--- src/rtl/tl_pkg.sv ---
// Shared definitions for the traffic-light conflict monitor: lamp codes,
// fault codes, monitor states and green-pair bit positions.
package tl_pkg;

    localparam logic [2:0] LT_GREEN  = 3'b001;
    localparam logic [2:0] LT_YELLOW = 3'b010;
    localparam logic [2:0] LT_RED    = 3'b100;
    localparam logic [2:0] LT_OFF    = 3'b000;

    localparam logic [2:0] FC_NONE      = 3'd0;
    localparam logic [2:0] FC_ENCODING  = 3'd1;
    localparam logic [2:0] FC_CONFLICT  = 3'd2;
    localparam logic [2:0] FC_YELLOW    = 3'd3;
    localparam logic [2:0] FC_STUCK     = 3'd4;
    localparam logic [2:0] FC_GREEN_RED = 3'd5;

    typedef enum logic [1:0] {
        MS_ARM   = 2'd0,
        MS_RUN   = 2'd1,
        MS_FAULT = 2'd2
    } mon_state_t;

    // Bit positions inside the GREEN_OK allowed-pair mask
    localparam int PAIR_M1M2 = 0;
    localparam int PAIR_M1M3 = 1;
    localparam int PAIR_M1M4 = 2;
    localparam int PAIR_M2M3 = 3;
    localparam int PAIR_M2M4 = 4;
    localparam int PAIR_M3M4 = 5;

    function automatic logic is_onehot3(input logic [2:0] c);
        return (c == LT_GREEN) || (c == LT_YELLOW) || (c == LT_RED);
    endfunction

endpackage

--- src/rtl/tl_conflict_monitor_checker.sv ---
// Per-approach checker: tracks the previous lamp code and how long the
// approach has been yellow, and flags encoding / yellow-phase violations.
module tl_approach_checker
    import tl_pkg::*;
#(
    parameter int MIN_YEL = 2
) (
    input  logic       clk,
    input  logic       rst,
    input  logic       clear,
    input  logic [2:0] code,
    output logic       bad_enc,
    output logic       bad_yellow,
    output logic       green_to_red,
    output logic       is_green
);

    localparam int YW = $clog2(MIN_YEL + 1);

    logic [2:0]    prev_q;
    logic [YW-1:0] yel_cnt;

    always_ff @(posedge clk) begin
        if (rst || clear) begin
            prev_q  <= LT_RED;
            yel_cnt <= '0;
        end else begin
            prev_q <= code;
            if (code != LT_YELLOW)
                yel_cnt <= '0;
            else if (yel_cnt != YW'(MIN_YEL))
                yel_cnt <= yel_cnt + YW'(1);
        end
    end

    // yel_cnt counts yellow cycles before the current one, so a departure
    // is legal once it has reached MIN_YEL.
    assign bad_enc      = !is_onehot3(code);
    assign bad_yellow   = (prev_q == LT_YELLOW) &&
                          (code == LT_GREEN ||
                           (code != LT_YELLOW && yel_cnt < YW'(MIN_YEL)));
    assign green_to_red = (prev_q == LT_GREEN) && (code == LT_RED);
    assign is_green     = (code == LT_GREEN);

endmodule

--- src/rtl/tl_conflict_monitor.sv ---
// Safety stage between the traffic-light sequencer and the lamp drivers;
// latches into flashing-red failsafe on any fault. Define TL_STRICT_YELLOW_EN
// to also treat a direct green-to-red change as a fault.
//
// state    | meaning
// MS_ARM   | lamps red, checks off, waiting for an all-red input
// MS_RUN   | lamps follow the registered inputs, checks active
// MS_FAULT | lamps flash red/off, code latched until clr_fault
module tl_conflict_monitor
    import tl_pkg::*;
#(
    parameter logic [5:0] GREEN_OK   = 6'b000011,
    parameter int         MIN_YEL    = 2,
    parameter int         MAX_DWELL  = 16,
    parameter int         FLASH_HALF = 4
) (
    input  logic       clk,
    input  logic       rst,
    input  logic [2:0] light_m1,
    input  logic [2:0] light_m2,
    input  logic [2:0] light_m3,
    input  logic [2:0] light_m4,
    input  logic       clr_fault,
    output logic [2:0] lamp_m1,
    output logic [2:0] lamp_m2,
    output logic [2:0] lamp_m3,
    output logic [2:0] lamp_m4,
    output logic       fault,
    output logic [2:0] fault_code,
    output logic [1:0] mon_state
);

    localparam int DW = $clog2(MAX_DWELL + 1);
    localparam int FW = $clog2(2 * FLASH_HALF);
    localparam logic [3:0][2:0] ALL_RED = {4{LT_RED}};
    localparam logic [3:0][2:0] ALL_OFF = {4{LT_OFF}};

    logic [3:0][2:0] in_q;
    logic [3:0][2:0] dwell_prev;
    logic [3:0][2:0] lamps_q;
    mon_state_t      state_q;
    logic            fault_q;
    logic [2:0]      code_q;
    logic [DW-1:0]   dwell_cnt;
    logic [FW-1:0]   flash_cnt;
    logic [FW-1:0]   flash_nxt;

    logic [3:0] bad_enc;
    logic [3:0] bad_yel;
    logic [3:0] g2r;
    logic [3:0] grn;
    logic [5:0] green_pair;
    logic       conflict;
    logic       same;
    logic       stuck;
    logic [2:0] det_code;

    always_ff @(posedge clk) begin
        if (rst)
            in_q <= ALL_RED;
        else
            in_q <= {light_m4, light_m3, light_m2, light_m1};
    end

    for (genvar i = 0; i < 4; i++) begin : g_chk
        tl_approach_checker #(.MIN_YEL(MIN_YEL)) u_chk (
            .clk          (clk),
            .rst          (rst),
            .clear        (state_q != MS_RUN),
            .code         (in_q[i]),
            .bad_enc      (bad_enc[i]),
            .bad_yellow   (bad_yel[i]),
            .green_to_red (g2r[i]),
            .is_green     (grn[i])
        );
    end

    assign green_pair[PAIR_M1M2] = grn[0] & grn[1];
    assign green_pair[PAIR_M1M3] = grn[0] & grn[2];
    assign green_pair[PAIR_M1M4] = grn[0] & grn[3];
    assign green_pair[PAIR_M2M3] = grn[1] & grn[2];
    assign green_pair[PAIR_M2M4] = grn[1] & grn[3];
    assign green_pair[PAIR_M3M4] = grn[2] & grn[3];
    assign conflict = |(green_pair & ~GREEN_OK);

    // Stuck fires on the cycle whose increment would bring the count to MAX_DWELL
    assign same  = (in_q == dwell_prev);
    assign stuck = same && (dwell_cnt == DW'(MAX_DWELL - 1));

`ifdef TL_STRICT_YELLOW_EN
    always_comb begin
        det_code = FC_NONE;
        if (|bad_enc)      det_code = FC_ENCODING;
        else if (conflict) det_code = FC_CONFLICT;
        else if (|bad_yel) det_code = FC_YELLOW;
        else if (stuck)    det_code = FC_STUCK;
        else if (|g2r)     det_code = FC_GREEN_RED;
    end
`else
    logic g2r_unused;
    assign g2r_unused = |g2r;

    always_comb begin
        det_code = FC_NONE;
        if (|bad_enc)      det_code = FC_ENCODING;
        else if (conflict) det_code = FC_CONFLICT;
        else if (|bad_yel) det_code = FC_YELLOW;
        else if (stuck)    det_code = FC_STUCK;
    end
`endif

    assign flash_nxt = (flash_cnt == FW'(2 * FLASH_HALF - 1)) ? '0 : flash_cnt + FW'(1);

    always_ff @(posedge clk) begin
        if (rst) begin
            state_q    <= MS_ARM;
            lamps_q    <= ALL_RED;
            fault_q    <= 1'b0;
            code_q     <= FC_NONE;
            flash_cnt  <= '0;
            dwell_cnt  <= '0;
            dwell_prev <= ALL_RED;
        end else begin
            case (state_q)
                MS_ARM: begin
                    dwell_cnt  <= '0;
                    dwell_prev <= ALL_RED;
                    lamps_q    <= ALL_RED;
                    if (in_q == ALL_RED) begin
                        state_q <= MS_RUN;
                        lamps_q <= in_q;
                    end
                end
                MS_RUN: begin
                    dwell_prev <= in_q;
                    dwell_cnt  <= same ? dwell_cnt + DW'(1) : '0;
                    if (det_code != FC_NONE) begin
                        state_q   <= MS_FAULT;
                        lamps_q   <= ALL_RED;
                        fault_q   <= 1'b1;
                        code_q    <= det_code;
                        flash_cnt <= '0;
                    end else begin
                        lamps_q <= in_q;
                    end
                end
                MS_FAULT: begin
                    dwell_cnt  <= '0;
                    dwell_prev <= ALL_RED;
                    if (clr_fault) begin
                        state_q   <= MS_ARM;
                        lamps_q   <= ALL_RED;
                        fault_q   <= 1'b0;
                        code_q    <= FC_NONE;
                        flash_cnt <= '0;
                    end else begin
                        flash_cnt <= flash_nxt;
                        lamps_q   <= (flash_nxt < FW'(FLASH_HALF)) ? ALL_RED : ALL_OFF;
                    end
                end
                default: begin
                    state_q <= MS_ARM;
                    lamps_q <= ALL_RED;
                end
            endcase
        end
    end

    assign lamp_m1    = lamps_q[0];
    assign lamp_m2    = lamps_q[1];
    assign lamp_m3    = lamps_q[2];
    assign lamp_m4    = lamps_q[3];
    assign fault      = fault_q;
    assign fault_code = code_q;
    assign mon_state  = state_q;

endmodule

--- config.mk ---
export PLATFORM = sky130hd
export DESIGN_NAME = tl_conflict_monitor
export DESIGN_NICKNAME = d
export VERILOG_FILES = /design/src/rtl/tl_pkg.sv /design/src/rtl/tl_conflict_monitor_checker.sv /design/src/rtl/tl_conflict_monitor.sv
export SDC_FILE = /design/constraint.sdc
export NUM_CORES = 1
export LEC_CHECK = 0
export BUFFER_PORTS_ARGS = -buffer_cell sky130_fd_sc_hd__clkbuf_2
export CORE_MARGIN = 2
export CORE_UTILIZATION = 51
export CTS_CLUSTER_DIAMETER = 30
export DETAILED_ROUTE_END_ITERATION = 16
export GPL_TIMING_DRIVEN = 0
export PLACE_DENSITY_LB_ADDON = 0.1
export SYNTH_ARGS = -nofsm -noshare
export SYNTH_HDL_FRONTEND = slang
export SYNTH_SLANG_ARGS = --single-unit
export TNS_END_PERCENT = 20
--- constraint.sdc ---
create_clock -name clk -period 2.3 [get_ports clk]
set_input_delay 0.115 -clock clk [delete_from_list [all_inputs] [get_ports clk]]
set_output_delay 0.115 -clock clk [all_outputs]
set_load 0.05 [all_outputs]
==> impl_metrics.csv, run 1 <==
group,metric,value,unit
outcome,outcome,"finished, final reports clean",
placement,gp_congestion,0.881,
critical_path,cp_data_required_time,2.51,ns
detailed_routing,drt_wl_total,6.35,mm
floorplan,io_pins,33,
logic_synthesis,avgSynthCellArea,9.45,µm²
final_layout,postLayoutCoreUtil,63.7,%
critical_path,cp_max_fo,8,
sta,tightest_slew,0.573,ns
critical_path,cp.arrival,2.50,ns
global_routing,grt_max_degree,13,
final_layout,n_fill_cell,484,
final_layout,final_cell_area,3460,µm²
final_layout,antenna_cells,0,
critical_path,cp-end-kind,"flip-flop",
critical_path,startpoint_type,"flip-flop",
power,power.internal,1.82,mW
sta,whs,0.119,ns
power,p_comb_share,6.3,%
clock_network,cts_tree,"done",
logic_synthesis,yosys-top-cells-area,"dfxtp_1 49%, xor2_1 6.2%, nor2_1 3.7%",
logic_synthesis,synthArstFlopShare,0,%
logic_synthesis,syn-cell-area,2850,µm²
critical_path,r2r_setup_slack,0.008,ns
logic_synthesis,synth-edff-count,0,
detailed_routing,drtIter0Drc,123,
global_routing,grt_pass1_wl,10.7,mm
final_layout,area.growth.synth_to_final,21.7,%
power,seq_power_share,52.2,%
clock_network,worstSkewPairLatency,0.34,ns
flow_run,cap_violations,0,
logic_synthesis,yosysMostFrequentCell,"dfxtp_1",
logic_synthesis,ys_seq_elements,70,
global_routing,grtUsageMet1,28.8,%
floorplan,die_x,78.7,µm
critical_path,crit_type,"reg -> reg",
power,p_sw,0.558,mW
global_routing,antenna_found_initial,0,
critical_path,r2r_end,"lamp_m3[0]$_SDFF_PP0_",
sta,relSlewSlack,61.8,%
power,p_leak,1.53,nW
sta,grt_setup_unrepaired,"true",
logic_synthesis,yosysWarnings,0,
critical_path,ff2ff_path_depth,7,
power,ir_worst_vdd,0.396,mV
placement,place_area,3100,µm²
power,power.density,687,nW/µm²
logic_synthesis,synth_common_cells,"70 x dfxtp_1, 28 x nor2_1, 20 x xor2_1",
logic_synthesis,synth_cell_type_count,46,
logic_synthesis,postSynthCellCount,301,
detailed_routing,dr_total_vias,2279,
final_layout,multi_input_area,1360,µm²
clock_network,cts.htree.levels,3,
min_path,hold_end,"g_chk[3].u_chk.prev_q[2]$_SDFF_PP1_",
sta,hold_viol_final,0,
logic_synthesis,synth_nets,324,
floorplan,coreArea,5440,µm²
critical_path,rr_startpoint,"in_q[10]$_SDFF_PP0_",
global_routing,grt_util_met3,5.00,%
logic_synthesis,synth_seq_area_share,49.3,%
global_routing,grt_pass1_vias,2295,
detailed_routing,wl_per_cell,14.7,µm
sta,fin_skew,0.00924,ns
placement,place_hpwl,4.46,mm
detailed_routing,firstDrtPassIters,4,
detailed_routing,remaining_drc_errors,0,
sta,fmax,0.436,GHz
power,power,2.38,mW
logic_synthesis,yosysTopAreaCell,"dfxtp_1",
clock_network,clk_pin_slew,0.07,ns
final_layout,finalNetCount,377,
global_routing,top_usage_layer,"met2",
clock_network,root_buffer,"clkbuf_8",
sta,finalCritPeriodShare,99.7,%
floorplan,dieArea,6190,µm²
power,clockPowerShare,41.5,%
min_path,hold_depth,2,
detailed_routing,antenna_left,0,
detailed_routing,viasPerCell,5.29,
final_layout,seqCellArea,1410,µm²
min_path,min_path_type,"in -> reg",
logic_synthesis,netlist.area_leader.share,49.3,%
min_path,hold_start,"rst",
logic_synthesis,synth_ff_type,"dfxtp_1",
sta,final.setup.tns,0,ns
floorplan,die_h,78.7,µm
global_routing,grt.total_usage,22.8,%
clock_network,clockBufferDepth,2,
clock_network,cts_buffers,9,
floorplan,initial_utilization,52.3,%
sta,final-setup-viol-count,0,
sta,slew_violations,0,
power,switching_share,23.5,%
global_routing,grt_use_met2,35.7,%
placement,port_buffers,32,
global_routing,overflow,0,
sta,post-route-min-period,2.29,ns
floorplan,rows,27,
final_layout,layout-drive-gt1-share,20.9,%
clock_network,clkSinkCount,70,
-- sequential cells by signal, summed over array words and instances (netlist names) --
name	flops
dwell_cnt	5
dwell_prev	12
fault	1
fault_code	3
flash_cnt	3
g_chk.u_chk.prev_q	12
g_chk.u_chk.yel_cnt	8
in_q	12
lamp_m1	3
lamp_m2	3
lamp_m3	3
lamp_m4	3
mon_state	2
-- worst max-delay path: stages (launching register included) --
cell	delay, ns
dfxtp_1	0.48
xor2_1	0.14
nor4_2	0.42
and3_1	0.30
a21oi_4	0.08
buf_4	0.17
a31oi_2	0.45
nor4_1	0.10
-- cell type report --
type | instances | area share (%)
Tap cell | 72 | 2.60
Timing Repair Buffer | 45 | 8.31
Sequential cell | 70 | 40.6
Clock inverter | 6 | 1.77
Buffer | 14 | 1.99
Multi-Input combinational cell | 201 | 39.4
Inverter | 13 | 1.41
Clock buffer | 10 | 3.98
-- kinds of logic after synthesis --
logic type | after synthesis | synth area share (%)
XOR/XNOR | 20 | 6.16
buffers and inverters | 30 | 4.44
AO/OA/AOI/OAI | 56 | 13.6
adder cells (fa/ha/maj) | 8 | 3.52
AND/OR/NAND/NOR | 117 | 23.0
flip-flops | 70 | 49.3
-- repair_timing --
item | CTS | global route
hold endpoints to repair | 12 | 0
buffers inserted | 1 | 0
endpoints found under the setup margin | 14 | 11
pin swaps | 0 | 0
hold buffers | 12 | 0
resized for setup | 3 | 11
gates cloned | 0 | 0
-- per-layer routing --
layer / part of all wire, % / vias to the layer above
met1: 46 / 1071
met3: 3.4 / 15
met5: 0 / -
li1: - / 1145
met4: 2.9 / 0
met2: 47 / 48
-- layout by cell type (no fill, tap or decap), types with 5 or more instances in the layout --
cell and instances:
and2_1 8, xor2_1 20, a21oi_1 9, or3_1 5, nand4_1 5, and3_1 5, inv_1 13, dlygate4sd3_1 12
nand3_1 6, nand2_1 13, clkbuf_8 10, ha_1 8, nor2_1 26, nor2b_1 13, o21ai_0 13, a21o_1 9
clkbuf_1 6, dfxtp_1 67, clkbuf_2 32
-- how the worst max path moves through the flow --
stage / cells past startpoint / slack [ns] / endpoint / startpoint
6_report: 7 / 0.008 / lamp_m3[0]$_SDFF_PP0_ / in_q[10]$_SDFF_PP0_
5_1_grt: 8 / -0.09 / lamp_m3[0]$_SDFF_PP0_ / in_q[7]$_SDFF_PP0_
4_1_cts: 7 / 0.03 / lamp_m2[2]$_SDFF_PP1_ / in_q[2]$_SDFF_PP1_
3_5_place_dp: 8 / -0.25 / lamp_m1[2]$_SDFF_PP1_ / in_q[11]$_SDFF_PP1_
3_3_place_gp: 8 / -0.20 / lamp_m4[2]$_SDFF_PP1_ / in_q[11]$_SDFF_PP1_
2_1_floorplan: 7 / 0.18 / lamp_m1[2]$_SDFF_PP1_ / in_q[0]$_SDFF_PP0_
-- power by group through the flow --
stage / combinational (mW) / sequential (mW) / clock [mW]
final: 0.150 / 1.24 / 0.987
after global routing: 0.165 / 1.24 / 1.06
after CTS: 0.143 / 1.24 / 1.00
after detailed placement: 0.130 / 1.26 / 0
after global placement: 0.129 / 1.26 / 0
after floorplan: 0.0837 / 1.27 / 0
-- stage by stage --
stage	instances	setup WS, ns
CTS	431	0.0257
global route	431	-0.0910
detailed placement	405	-0.246
floorplan	301	0.185
global placement	405	-0.196
finish	431	0.00775
No activity file was read; power rests on OpenSTA's default activity.
==> inputs of run 2 (changes only) <==
CORE_UTILIZATION = 45   (was 51)
CTS_BUF_LIST = sky130_fd_sc_hd__clkbuf_4 sky130_fd_sc_hd__clkbuf_8   (was not set)
==> run 2 against run 1 <==
  * First-iteration DRC count is 15% lower
  * Global-route usage is 4.1 points lower
  * Sequential share of layout area down 0.38 points
  * Routed wire length fell by 0.91%
  * Non-clock buffer count is 1 higher
  * Setup slack improved by 0.070 ns
  * Combinational power about the same
  * Clock skew increased by 0.00056 ns
==> impl_metrics.csv, run 2 (same netlist as run 1, synthesis figures left out) <==
group,metric,value,unit
critical_path,cp_max_fo,6,
global_routing,grt_pass1_wl,10.4,mm
placement,port_buffers,32,
detailed_routing,remaining_drc_errors,0,
floorplan,die_h,83.5,µm
min_path,min_path_type,"in -> reg",
detailed_routing,viasPerCell,5.24,
clock_network,cts_buffers,9,
power,power.density,744,nW/µm²
sta,final.setup.tns,0,ns
global_routing,grt_max_degree,14,
sta,fmax,0.450,GHz
clock_network,cts_tree,"done",
clock_network,clockBufferDepth,2,
floorplan,rows,28,
detailed_routing,firstDrtPassIters,5,
placement,gp_congestion,0.876,
global_routing,grt.total_usage,18.7,%
sta,slew_violations,0,
floorplan,dieArea,6970,µm²
flow_run,cap_violations,0,
sta,post-route-min-period,2.22,ns
floorplan,coreArea,6030,µm²
final_layout,mostFrequentLayoutCells,"68 x dfxtp_1, 32 x clkbuf_2, 24 x nor2_1, 20 x xor2_1",
critical_path,cp-end-kind,"flip-flop",
sta,relSlewSlack,65.4,%
detailed_routing,antenna_left,0,
final_layout,final_common_cell,"dfxtp_1",
final_layout,layout-drive-gt1-share,20.3,%
sta,tightest_slew,0.519,ns
placement,place_hpwl,4.45,mm
critical_path,cp.arrival,2.44,ns
floorplan,die_x,83.5,µm
detailed_routing,drt_wl_total,6.29,mm
floorplan,io_pins,33,
final_layout,finalNetCount,378,
final_layout,multi_input_area,1340,µm²
detailed_routing,wl_per_cell,14.5,µm
final_layout,top_regs,"dwell_prev (12), g_chk.u_chk.prev_q (12), in_q (12)",
sta,whs,0.137,ns
final_layout,area.growth.synth_to_final,22.7,%
min_path,hold_start,"rst",
detailed_routing,drtIter0Drc,105,
sta,grt_setup_unrepaired,"false",
floorplan,initial_utilization,47.2,%
power,ir_worst_vdd,0.576,mV
power,power,2.60,mW
critical_path,crit_type,"reg -> reg",
sta,fin_skew,0.00979,ns
clock_network,root_buffer,"clkbuf_8",
sta,hold_viol_final,0,
outcome,outcome,"finished, final reports clean",
global_routing,grt_pass1_vias,2187,
critical_path,cp_data_required_time,2.51,ns
detailed_routing,dr_total_vias,2279,
critical_path,crit_start,"in_q[6]$_SDFF_PP0_",
final_layout,n_fill_cell,551,
clock_network,clkSinkCount,70,
final_layout,antenna_cells,0,
critical_path,startpoint_type,"flip-flop",
sta,final-setup-viol-count,0,
clock_network,clk_pin_slew,0.08,ns
power,p_leak,1.55,nW
critical_path,rr_startpoint,"in_q[6]$_SDFF_PP0_",
global_routing,antenna_found_initial,0,
clock_network,worstSkewPairLatency,0.34,ns
clock_network,cts.htree.levels,3,
final_layout,seqCellArea,1400,µm²
global_routing,overflow,0,
sta,finalCritPeriodShare,96.6,%
-- run 2: cell count changes in the layout (fill, tap and decap cells not counted), sizes merged --
cell / before / now
bufinv: 1 / 3
inv: 13 / 14
buf: 8 / 10
clkbuf: 49 / 47
clkinvlp: 1 / 0
clkinv: 4 / 3
-- run 2: stage by stage --
step	util, %	worst slack (ns)	cells	cell area (µm²)
2_1_floorplan	-	0.185	301	2850
3_3_place_gp	51.4	-0.201	408	3100
3_5_place_dp	51.4	-0.149	408	3100
4_1_cts	57.7	0.0518	435	3480
5_1_grt	58.0	0.00275	435	3490
6_report	58.0	0.0775	435	3490
-- run 2: timing repair --
action / in CTS / in global routing
hold endpoints to repair: 12 / 0
setup buffers: 2 / 0
resized for setup: 4 / 5
hold buffers: 12 / 0
endpoints found under the setup margin: 11 / 7
-- run 2: final timing paths --
| check | slack, ns | depth (start not counted) | end |
|---|---|---|---|
| hold reg to reg | 0.48 | 1 | dwell_prev[9]$_SDFFE_PP0P_ |
| hold / removal | 0.14 | 2 | g_chk[3].u_chk.prev_q[2]$_SDFF_PP1_ |
| setup / recovery | 0.08 | 6 | lamp_m1[2]$_SDFF_PP1_ |
| setup reg to reg | 0.08 | 6 | lamp_m1[2]$_SDFF_PP1_ |
-- run 2: area by class of cell --
class                           count  share of cell area (%)
Sequential cell                    70                    40.2
Buffer                             14                    1.90
Inverter                           13                    1.40
Tap cell                           75                    2.69
Timing Repair Buffer               46                    8.46
Clock buffer                        9                    3.55
Clock inverter                      7                    3.48
Multi-Input combinational cell    201                    38.3
-- run 2: critical path: stages, from the launching register on --
cell	delay (ns)
dfxtp_1	0.47
nor2_2	0.09
xor2_1	0.16
or4_4	0.56
a21oi_4	0.16
a21oi_2	0.11
or4_1	0.54
-- run 2: metal layers --
layer | wire [µm] | GRT usage, % | up-vias
met2 | 2750 | 29.3 | 74
li1 | - | - | 1151
met1 | 3000 | 25.4 | 1042
met4 | 104 | 6.89 | 0
met5 | 0 | 0 | -
met3 | 431 | 4.25 | 12
-- run 2: report_power, final --
group / switching [mW] / total, mW / internal, mW
Sequential: 0.0142 / 1.24 / 1.23
Combinational: 0.0811 / 0.149 / 0.0675
Clock: 0.482 / 1.21 / 0.726
Total: 0.578 / 2.60 / 2.02
